`src/rtl/ps2_rx_frame.sv`:
```
// ---------------------------------------------------------------------------
// ps2_rx_frame
// PS/2 device-to-host frame receiver. It conditions the asynchronous
// open-collector ps2_clk/ps2_dat pins, deserialises 11-bit frames (start 0,
// 8 data bits LSB first, odd parity, stop 1) and hands each good byte to a
// valid/ready consumer. Framing problems, inter-edge timeouts and consumer
// overruns are reported as a one-cycle strobe plus a sticky code. The block
// only listens and never drives the PS/2 lines.
//
// Ports
//   clk        in   system clock, everything on its rising edge
//   rst        in   synchronous active-low reset
//   ps2_clk    in   PS/2 clock pin (asynchronous, idle high)
//   ps2_dat    in   PS/2 data pin (asynchronous, idle high)
//   rx_data    out  received byte, stable while rx_valid is high
//   rx_valid   out  byte available, held until accepted
//   rx_ready   in   consumer accept (transfer on rx_valid & rx_ready)
//   err_pulse  out  one-cycle strobe on any error
//   err_code   out  last error: 1 start, 2 parity, 3 stop, 4 timeout,
//                   5 overrun; held until the next error
//   busy       out  high while a frame is being received
// ---------------------------------------------------------------------------
module ps2_rx_frame #(
  parameter int SYS_CLK_HZ = 100_000_000,
  parameter int FILTER_LEN = 8,
  parameter int TIMEOUT_US = 200
) (
  input  logic       clk,
  input  logic       rst,
  input  logic       ps2_clk,
  input  logic       ps2_dat,
  output logic [7:0] rx_data,
  output logic       rx_valid,
  input  logic       rx_ready,
  output logic       err_pulse,
  output logic [2:0] err_code,
  output logic       busy
);

  localparam int TIMEOUT_CYCLES = SYS_CLK_HZ / 1_000_000 * TIMEOUT_US;
  localparam int TO_W           = $clog2(TIMEOUT_CYCLES + 1);

  localparam logic [TO_W-1:0] TO_MAX   = TO_W'(TIMEOUT_CYCLES - 1);
  localparam logic [7:0]      FILT_MAX = 8'(FILTER_LEN - 1);

  localparam logic [2:0] ERR_START   = 3'd1;
  localparam logic [2:0] ERR_PARITY  = 3'd2;
  localparam logic [2:0] ERR_STOP    = 3'd3;
  localparam logic [2:0] ERR_TIMEOUT = 3'd4;
  localparam logic [2:0] ERR_OVERRUN = 3'd5;

  typedef enum logic [1:0] {
    S_IDLE   = 2'd0,
    S_DATA   = 2'd1,
    S_PARITY = 2'd2,
    S_STOP   = 2'd3
  } state_t;

  // Odd parity holds when data plus parity bit carry an odd number of ones.
  function automatic logic parity_ok(input logic [7:0] data, input logic par);
    return ^{data, par};
  endfunction

  logic            clk_meta_r, clk_sync_r;
  logic            dat_meta_r, dat_sync_r;
  logic            clk_filt_r, clk_filt_d_r;
  logic [7:0]      filt_cnt_r;
  logic            fall_s;

  state_t          state_r, state_n;
  logic [2:0]      bit_cnt_r, bit_cnt_n;
  logic [7:0]      shift_r, shift_n;
  logic            par_r, par_n;
  logic [TO_W-1:0] to_cnt_r, to_cnt_n;

  logic            good_s;
  logic            frame_err_s;
  logic [2:0]      frame_code_s;
  logic            overrun_s;

  // Two-flop synchronisers on both pins.
  always_ff @(posedge clk) begin
    if (!rst) begin
      clk_meta_r <= 1'b1;
      clk_sync_r <= 1'b1;
      dat_meta_r <= 1'b1;
      dat_sync_r <= 1'b1;
    end else begin
      clk_meta_r <= ps2_clk;
      clk_sync_r <= clk_meta_r;
      dat_meta_r <= ps2_dat;
      dat_sync_r <= dat_meta_r;
    end
  end

  // Clock deglitcher: the filtered clock follows only after FILTER_LEN
  // consecutive samples of the new level; any bounce restarts the count.
  always_ff @(posedge clk) begin
    if (!rst) begin
      clk_filt_r   <= 1'b1;
      clk_filt_d_r <= 1'b1;
      filt_cnt_r   <= 8'd0;
    end else begin
      clk_filt_d_r <= clk_filt_r;
      if (clk_sync_r == clk_filt_r) begin
        filt_cnt_r <= 8'd0;
      end else if (filt_cnt_r == FILT_MAX) begin
        clk_filt_r <= clk_sync_r;
        filt_cnt_r <= 8'd0;
      end else begin
        filt_cnt_r <= filt_cnt_r + 8'd1;
      end
    end
  end

  assign fall_s = clk_filt_d_r & ~clk_filt_r;

  // Frame FSM state, shifter and inter-edge timeout counter.
  always_ff @(posedge clk) begin
    if (!rst) begin
      state_r   <= S_IDLE;
      bit_cnt_r <= 3'd0;
      shift_r   <= 8'd0;
      par_r     <= 1'b0;
      to_cnt_r  <= '0;
    end else begin
      state_r   <= state_n;
      bit_cnt_r <= bit_cnt_n;
      shift_r   <= shift_n;
      par_r     <= par_n;
      to_cnt_r  <= to_cnt_n;
    end
  end

  // Next-state logic: advances on filtered falls; timeout is the only
  // transition that happens between falls.
  always_comb begin
    state_n      = state_r;
    bit_cnt_n    = bit_cnt_r;
    shift_n      = shift_r;
    par_n        = par_r;
    good_s       = 1'b0;
    frame_err_s  = 1'b0;
    frame_code_s = 3'd0;

    if ((state_r == S_IDLE) || fall_s) begin
      to_cnt_n = '0;
    end else begin
      to_cnt_n = to_cnt_r + TO_W'(1);
    end

    if (fall_s) begin
      case (state_r)
        S_IDLE: begin
          if (!dat_sync_r) begin
            state_n   = S_DATA;
            bit_cnt_n = 3'd0;
            shift_n   = 8'd0;
          end else begin
            frame_err_s  = 1'b1;
            frame_code_s = ERR_START;
          end
        end
        S_DATA: begin
          shift_n = {dat_sync_r, shift_r[7:1]};
          if (bit_cnt_r == 3'd7) begin
            state_n   = S_PARITY;
            bit_cnt_n = 3'd0;
          end else begin
            bit_cnt_n = bit_cnt_r + 3'd1;
          end
        end
        S_PARITY: begin
          par_n   = dat_sync_r;
          state_n = S_STOP;
        end
        S_STOP: begin
          // A bad stop bit outranks a parity fault.
          if (!dat_sync_r) begin
            frame_err_s  = 1'b1;
            frame_code_s = ERR_STOP;
          end else if (!parity_ok(shift_r, par_r)) begin
            frame_err_s  = 1'b1;
            frame_code_s = ERR_PARITY;
          end else begin
            good_s = 1'b1;
          end
          state_n   = S_IDLE;
          bit_cnt_n = 3'd0;
        end
        default: begin
          state_n   = S_IDLE;
          bit_cnt_n = 3'd0;
        end
      endcase
    end else if ((state_r != S_IDLE) && (to_cnt_r == TO_MAX)) begin
      frame_err_s  = 1'b1;
      frame_code_s = ERR_TIMEOUT;
      state_n      = S_IDLE;
      bit_cnt_n    = 3'd0;
      shift_n      = 8'd0;
      to_cnt_n     = '0;
    end else begin
      state_n = state_r;
    end
  end

  // A good byte arriving while an unaccepted byte is still held is dropped.
  assign overrun_s = good_s & rx_valid & ~rx_ready;

  // Registered output stage: byte handshake, error strobe/code and busy.
  always_ff @(posedge clk) begin
    if (!rst) begin
      rx_data   <= 8'd0;
      rx_valid  <= 1'b0;
      err_pulse <= 1'b0;
      err_code  <= 3'd0;
      busy      <= 1'b0;
    end else begin
      busy <= (state_n != S_IDLE);

      // Accept and load in the same cycle keeps rx_valid high with the new byte.
      if (good_s && (!rx_valid || rx_ready)) begin
        rx_data  <= shift_r;
        rx_valid <= 1'b1;
      end else if (rx_valid && rx_ready) begin
        rx_valid <= 1'b0;
      end else begin
        rx_valid <= rx_valid;
      end

      if (frame_err_s) begin
        err_pulse <= 1'b1;
        err_code  <= frame_code_s;
      end else if (overrun_s) begin
        err_pulse <= 1'b1;
        err_code  <= ERR_OVERRUN;
      end else begin
        err_pulse <= 1'b0;
      end
    end
  end

endmodule

```
`config.mk`:
```
export PLATFORM = sky130hd
export DESIGN_NAME = ps2_rx_frame
export DESIGN_NICKNAME = d
export VERILOG_FILES = /design/src/rtl/ps2_rx_frame.sv
export SDC_FILE = /design/constraint.sdc
export NUM_CORES = 1
export LEC_CHECK = 0
export CAP_MARGIN = 40
export CELL_PAD_IN_SITES_DETAIL_PLACEMENT = 1
export CELL_PAD_IN_SITES_GLOBAL_PLACEMENT = 1
export CORE_ASPECT_RATIO = 1.4
export CORE_MARGIN = 2
export CORE_UTILIZATION = 40
export DETAILED_ROUTE_END_ITERATION = 12
export PLACE_DENSITY_LB_ADDON = 0.1
export SLEW_MARGIN = 15
export SYNTH_ARGS = -nofsm -noshare
export SYNTH_HDL_FRONTEND = slang
export SYNTH_SLANG_ARGS = --single-unit
```
`constraint.sdc`:
```
create_clock -name clk -period 2 [get_ports clk]
set_clock_uncertainty 0.15 [all_clocks]
set_input_delay 0.3 -clock clk [delete_from_list [all_inputs] [get_ports clk]]
set_output_delay 0.3 -clock clk [all_outputs]
set_load 0.03 [all_outputs]
```
-- Word level (Yosys, flattened, before mapping)
Index checks and enable logic that the tools add are counted.
Widths: inputs -> output; s select.
- register bits after elaboration: 57
- input bits: 5
- output and inout port bits: 14
- RAM bits: 0
- bits in latches: 0
- logic and storage cells: 94
- memories kept: 0
- bits in read-only memories: 0
- equality and inequality tests: 10
- bitwise operators: 7
- mux-type cells: 39
- $mul: 0
- shifts and indexed selects: 0
- reductions and logical operators: 18
- magnitude comparators: 0
- divide/modulo/power cells: 0
- add/sub/neg operators: 3
- operator list (operator ; count):
    $mux 15 ; 3
    $mux 3 ; 8
    $mux 8 ; 3
    $pmux 8 s2 ; 1
    $add 15x1->15 const B ; 1
    $eq 15x15->1 const B ; 1
    $mux 1 ; 14
    $mux 2 ; 6
    $reduce_bool 2->1 ; 5
    $pmux 3 s3 ; 1
    $reduce_xor 9->1 ; 1
    $add 8x1->8 const B ; 1
    $eq 8x3->1 const B ; 1
    $pmux 2 s4 ; 1
    $reduce_and 3->1 ; 2
    $eq 2x2->1 const B ; 2
    $ne 4x1->1 const B ; 1
    $not 1->1 ; 4
    $pmux 2 s2 ; 1
    $reduce_and 2->1 ; 2
    $add 3x1->3 const B ; 1
    $and 1x1->1 ; 3
    $eq 3x3->1 const B ; 1
    $logic_and 1x1->1 ; 3
    other kinds (9) ; 10

-- Logic depth before layout (Yosys ltp)
Gate-level depths: netlist (run 1).
- word-level depth: 9
- depth in mapped cells: 8
- mapped depth without buffers: 7

-- Worst setup path after synthesis (run 1)
OpenSTA, ideal clock, no wires.
- path type: reg2reg
- start point: register shift_r[7]
- end point: register rx_data[7]
- setup slack: -0.012 ns
- clock period less this slack: 2.012 ns
- buffers on the path: 0
- required time: 1.722 ns
- library setup time: 0.128 ns
- cell stages (with the launch flop): 6
- arrival: 1.734 ns
- cell sequence: dfxtp_1 xor3_4 nand4bb_1 mux2i_4 mux2i_1 nor2_1
- longest elaborated chain between the ends: 6
- ends and longest elaborated chain (what ; RTL line ; text):
    start, declared ; 72 ; logic [7:0] shift_r, shift_n;
    start signal, assigned ; 129 ; shift_r <= shift_n;
    $reduce_xor 9->1 ; 61 ; return ^{data, par};
    $mux 1 ; 182 ; end else if (!parity_ok(shift_r, par_r)) begin
    $mux 1 ; 179 ; if (!dat_sync_r) begin
    $mux 1 ; 153 ; case (state_r)
    $mux 1 ; 152 ; if (fall_s) begin
    $logic_and 1x1->1 ; 223 ; if (good_s && (!rx_valid || rx_ready)) begin
    end signal, assigned ; 224 ; rx_data <= shift_r;
    end, declared ; 32 ; output logic [7:0] rx_data,
Parallel ways exist; a longest one is shown, timed or not.
A chain may end at the register's enable or synchronous reset.

-- Final worst setup path (run 1)
- start point: register shift_r[1]
- end point: register err_code[2]
- longest elaborated chain between the ends: 8
- elaborated cells on any way between the ends: 13
- classes of those cells: mux: 9; bitwise: 2; reduce/logical: 2
- ends and longest elaborated chain (what ; RTL line ; text):
    $reduce_xor 9->1 * ; 61 ;
    $mux 1 ; 182 ;
    $mux 1 ; 179 ;
    $mux 1 ; 153 ;
    $mux 1 ; 152 ;
    $and 1x1->1 (2 in a row) ; 209 ; assign overrun_s = good_s & rx_valid & ~rx_ready;
    $reduce_bool 2->1 (no line) ; - ;
    end signal, assigned ; 234 ; err_code <= frame_code_s;
    end, declared ; 36 ; output logic [2:0] err_code,
Every way passes the cells marked *; elsewhere a longest branch is shown, timed or not.

==> results of run 1 <==
[cells in the final DEF, fill, tap and decap left out, types with 8 or more instances in the layout]
cell type / count
dfxtp_1: 53
nor2_1: 45
buf_4: 23
a21oi_1: 21
nand2_1: 20
clkdlybuf4s50_1: 18
xnor2_1: 13
nand3_1: 12
inv_1: 10
mux2i_1: 10
nand2b_1: 9
xor2_1: 9
ha_1: 9
clkbuf_8: 9
o21ai_1: 8
[sequential cells by signal, summed over array words and instances, names as in the netlist]
name and count:
clk_filt_d_r 1, bit_cnt_r 3, clk_filt_r 1, dat_sync_r 1, to_cnt_r 15, clk_meta_r 1, dat_meta_r 1, rx_valid 1
err_code 3, shift_r 8, rx_data 8, busy 1, state_r 2, filt_cnt_r 8, clk_sync_r 1, err_pulse 1
par_r 1
[worst max path at each step]
stage / cells past startpoint / start / to / slack, ns
after detailed placement: 5 / shift_r[1] / err_code[2] / -0.06
after global placement: 5 / rx_ready / err_code[2] / 0.03
after CTS: 5 / shift_r[3] / err_code[1] / 0.0002
after global routing: 5 / shift_r[1] / err_code[2] / -0.07
after floorplan: 5 / shift_r[0] / rx_data[7] / 0.02
final: 5 / shift_r[1] / err_code[2] / 0.02
[repair_timing]
item,4_1_cts,5_1_grt
pin swaps,2,9
setup buffers,0,1
endpoints found under the setup margin,5,30
gates resized for setup,3,15
[final cells by class]
class                           count  share of cell area
Tap cell                           72             0.02795
Timing Repair Buffer               44              0.1281
Multi-Input combinational cell    205              0.4286
Clock buffer                       12             0.04193
Inverter                           10             0.01165
Clock inverter                      4            0.006211
Sequential cell                    57              0.3556
[metrics by stage]
step           area [um^2]  cells
6_report              3223    404
5_1_grt               3223    404
4_1_cts               3187    403
3_5_place_dp          3025    387
3_3_place_gp          3025    387
2_1_floorplan         2564    278
[cells by family (layout without fill, tap and decap cells)]
| kind of cell | Yosys count | in the layout |
|---|---|---|
| muxes | 11 | 11 |
| adders and majority gates | 9 | 9 |
| DFF | 57 | 57 |
| AOI/OAI and AO/OA | 42 | 42 |
| and+or+nand+nor | 117 | 117 |
| xor gates and xnor gates | 26 | 26 |
| buffers and inverters | 16 | 70 |
[layer usage]
metal / track usage / part of all wire
met1: 0.1817 / 0.40
met2: 0.3419 / 0.55
met3: 0.04294 / 0.025
met4: 0.09724 / 0.028
met5: 0 / 0
[synth_stat cells (2+ instances only)]
library cell	count	area [um^2]
xor2_1	10	87.58
nand4_1	4	25.02
ha_1	9	112.6
a22oi_1	2	15.01
mux2i_1	10	100.1
dfxtp_1	57	1141
nor3_1	4	20.02
a21oi_1	22	110.1
nor2b_1	2	12.51
o21ai_0	9	45.04
xnor2_1	13	113.9
nand3_1	12	60.06
and3_1	7	43.79
nand2_1	21	78.83
nor3b_1	2	15.01
inv_1	10	37.54
nand2b_1	9	56.30
a31oi_1	2	12.51
clkbuf_1	4	15.01
nor2_1	46	172.7
[where the power goes]
group / internal, mW / switching, mW / total (mW)
Combinational: 0.0172 / 0.0184 / 0.0356
Sequential: 1.14 / 0.00359 / 1.14
Clock: 0.441 / 0.443 / 0.884
[critical path, stage by stage, from the launching register on]
cell,delay [ns]
dfxtp_2,0.35
xor2_2,0.15
xnor3_2,0.53
xnor2_4,0.28
nor2_1,0.09
a2111oi_2,0.32
==> reports/qor.yml, run 1 <==
core_area_um2: 6168
tns_ns: 0
vias: 2075
drt_iter0_markers: 57
synth_compound_area_frac: 0.09823
place_congestion: 0.7845
firstDrtPassIters: 2
hold_start: "dat_meta_r"
synth_mux_area_frac: 0.04813
wire_per_inst_um: 14.00
ys_ff_latch: 57
reg2reg_to: "err_code[2]"
syn_inst: 278
drt_wl_total_um: 5657
hold_path_depth: 1
clk_latency_ns: 0.34
num_rows: 34
final_util: 0.5225
die_w_um: 71.45
ctsHoldBuffers: 0
p_leak_nw: 1.202
synth_xor_area_frac: 0.1100
synth.distinct_cells: 43
rsz0062_at_grt: "yes"
drv_slew: 0
fillers: 730
cts_buffers: 9
required_ns: 2.09
grt.overflow.total: 0
power.total_mw: 2.063
hp-class: "reg -> reg"
powerDensity_nw_per_um2: 640.1
max_freq_mhz: 505.4
syn-num-nets: 292
final.setup.worst_slack_ns: 0.02138
clockBufferDepth: 2
grt_first_pass_wirelength_um: 10080
cp-end-kind: "flop"
whs_ns: 0.2576
clockRootBuffer: "clkbuf_8"
yosysSeqAreaShare: 0.4479
ff2ff_path_depth: 5
clock-sinks: 57
cp-start-kind: "flop"
post-place-ws_ns: -0.06116
fin_crit_sh: 0.9893
start_util: 0.4130
ff_latch_area_um2: 1146
ios: 19
ys_async_sr_fraction: 0
area_growth_pct: 26.52
slew_headroom: 0.6689
syn-cell-area_um2: 2547
status: "complete, no violations"
multi_input_area_um2: 1381
finalHoldViolations: 0
port_buffers: 18
final_nets: 341
synth_edf_count: 0
synth.avg_cell_area_um2: 9.163
fp.dieArea_um2: 7032
setup_viol: 0
drtAntennaViolNets: 0
cts_tree: "done"
r2r-start: "shift_r[1]"
r2r_slack_ns: 0.02
grt_max_degree: 23
grt_pass1_vias: 2246
period_needed_ns: 1.979
crit_type: "reg -> reg"
synthAdderAreaFrac: 0.04420
synth_top_flop_cell: "dfxtp_1"
die_y_um: 98.43
viasPerCell: 5.136
ys_warn_count: 0
synth_simple_gate_area_frac: 0.2235
antenna_found_initial: 0
drive_gt1_frac: 0.1807
htreeDepth: 3
worst_pin_slew_ns: 0.4957
crit_fanout: 6
hold_end: "dat_sync_r"
place_hpwl_um: 4334
maxCapViolCount: 0
path_clk_slew_ns: 0.06
insertedDiodeCount: 0
synth_top_family_by_area: "simple AND/OR/NAND/NOR gates"
crit_arrival_ns: 2.07
ir_worst_vdd_v: 0.0003893
drc: 0
grt_usage: 0.1831
Power figures use the tool's default switching activity.
==> inputs of run 2 (changes only) <==
- CAP_MARGIN: 40 -> 20
- CTS_CLUSTER_DIAMETER: default -> 40
==> results of run 2 <==
Final layout, timing and power as in run 1 (identical DEF).
==> inputs of run 3 (changes only) <==
- RECOVER_POWER: default -> 100
==> run 3 against run 2 <==
Against the previous run: worst hold slack is essentially flat; die area is the same; clock power is essentially flat.
==> reports/qor.yml, run 3 (synthesis gave the netlist of run 1 again) <==
status: "complete, no violations"  # unchanged
fp.dieArea_um2: 7032  # unchanged
ios: 19  # unchanged
insertedDiodeCount: 0  # unchanged
grt_max_degree: 23  # unchanged
path_clk_slew_ns: 0.06  # about the same
drt_wl_total_um: 5662  # was 5657 um
period_needed_ns: 1.978  # was 1.979 ns
grtUsageMet2: 0.3419  # unchanged
firstDrtPassIters: 2  # unchanged
place_hpwl_um: 4334  # unchanged
largest_register: "to_cnt_r"  # unchanged
crit_type: "reg -> reg"  # unchanged
crit_arrival_ns: 2.07  # about the same
die_y_um: 98.43  # unchanged
die_w_um: 71.45  # unchanged
powerDensity_nw_per_um2: 642.6  # was 640.1 nW/um^2
drv_slew: 0  # unchanged
start_util: 0.4130  # unchanged
power.total_mw: 2.059  # was 2.063 mW
maxCapViolCount: 0  # unchanged
ir_worst_vdd_v: 0.0003896  # was 0.0003893 V
worst_pin_slew_ns: 0.4957  # about the same
wire_per_inst_um: 14.01  # was 14.00 um
drc: 0  # unchanged
port_buffers: 18  # unchanged
area_growth_pct: 25.79  # was 26.52%
met1_usage: 0.1817  # unchanged
cts_buffers: 9  # unchanged
crit_fanout: 6  # unchanged
fillers: 730  # unchanged
num_rows: 34  # unchanged
drtAntennaViolNets: 0  # unchanged
drt_iter0_markers: 55  # was 57
clock-sinks: 57  # unchanged
setup_viol: 0  # unchanged
viasPerCell: 5.136  # unchanged
rsz0062_at_grt: "yes"  # unchanged
ctsHoldBuffers: 0  # unchanged
grt_busiest_layer: "met2"  # unchanged
cts_tree: "done"  # unchanged
cp-end-kind: "flop"  # unchanged
layout_common_cells: "dfxtp_1, nor2_1, buf_4, a21oi_1, nand2_1"  # unchanged
grt_pass1_vias: 2246  # unchanged
grt_first_pass_wirelength_um: 10080  # unchanged
use_met3: 0.04294  # unchanged
hp-class: "reg -> reg"  # unchanged
grt.overflow.total: 0  # unchanged
final_nets: 341  # unchanged
finalHoldViolations: 0  # unchanged
place_congestion: 0.7845  # unchanged
vias: 2075  # unchanged
max_freq_mhz: 505.6  # was 505.4 MHz
clk_latency_ns: 0.34  # about the same
antenna_found_initial: 0  # unchanged
grt_usage: 0.1831  # unchanged
slew_headroom: 0.6689  # about the same
required_ns: 2.09  # about the same
htreeDepth: 3  # unchanged
tns_ns: 0  # unchanged
cp-start-kind: "flop"  # unchanged
clockRootBuffer: "clkbuf_8"  # unchanged
p_leak_nw: 1.193  # was 1.202 nW
fin_crit_sh: 0.9889  # was 0.9893
drive_gt1_frac: 0.1777  # was 0.1807
clockBufferDepth: 2  # unchanged
core_area_um2: 6168  # unchanged
final_common_cell: "dfxtp_1"  # unchanged
largest_register_ffs: 15  # unchanged
-- run 3: cell count changes in the layout (fill, tap and decap cells not counted) --
cell and delta:
dlygate4sd3_1 +1, clkbuf_1 +1, clkbuf_2 +1, buf_4 -1, clkdlybuf4s50_1 -1, buf_12 -1
-- run 3: critical path, cell delays in order, from the launching register on --
cell	delay, ns
dfxtp_2	0.35
xor2_2	0.15
xnor3_2	0.53
xnor2_4	0.28
nor2_1	0.09
a2111oi_2	0.32
-- run 3: per-layer routing --
layer / vias to the layer above / share of wire
li1: 1044 / -
met1: 997 / 0.40
met2: 20 / 0.55
met3: 14 / 0.025
met4: 0 / 0.028
met5: - / 0
-- run 3: final timing paths --
| kind | start | end | slack (ns) | cells after the start |
|---|---|---|---|---|
| max | shift_r[1] | err_code[2] | 0.02 | 5 |
| min | dat_meta_r | dat_sync_r | 0.26 | 1 |
| max reg2reg | shift_r[1] | err_code[2] | 0.02 | 5 |
| min reg2reg | dat_meta_r | dat_sync_r | 0.26 | 1 |
-- run 3: layout make-up --
cell class	instances	area, um^2	area share
tap	72	90.09	0.02811
inverter	10	37.54	0.01171
timing repair buffer	44	394.1	0.1230
clock buffer	12	135.1	0.04217
clock inverter	4	20.02	0.006248
sequential	57	1146	0.3577
multi-input combinational	205	1381	0.4311
-- run 3: what timing repair did --
item                       CTS  global route
gates resized for setup      3            15
buffers inserted             0             1
pin swaps                    2             9
setup endpoints to repair    5            30
-- run 3: through the flow --
step,util,setup WS [ns],instance area [um^2],cells,hold WS (ns)
CTS,0.5166,0.0002209,3187,403,0.2654
floorplan,-,0.01928,2564,278,0.2363
global placement,0.4905,0.03031,3025,387,0.2424
global route,0.5195,-0.07265,3204,404,0.2826
finish,0.5195,0.02226,3204,404,0.2575
detailed placement,0.4905,-0.06116,3025,387,0.2452
-- run 3: where the power goes --
part	switching (mW)	internal, mW	total [mW]
logic	0.0179	0.0128	0.0307
clock network	0.444	0.441	0.885
registers	0.00359	1.14	1.14
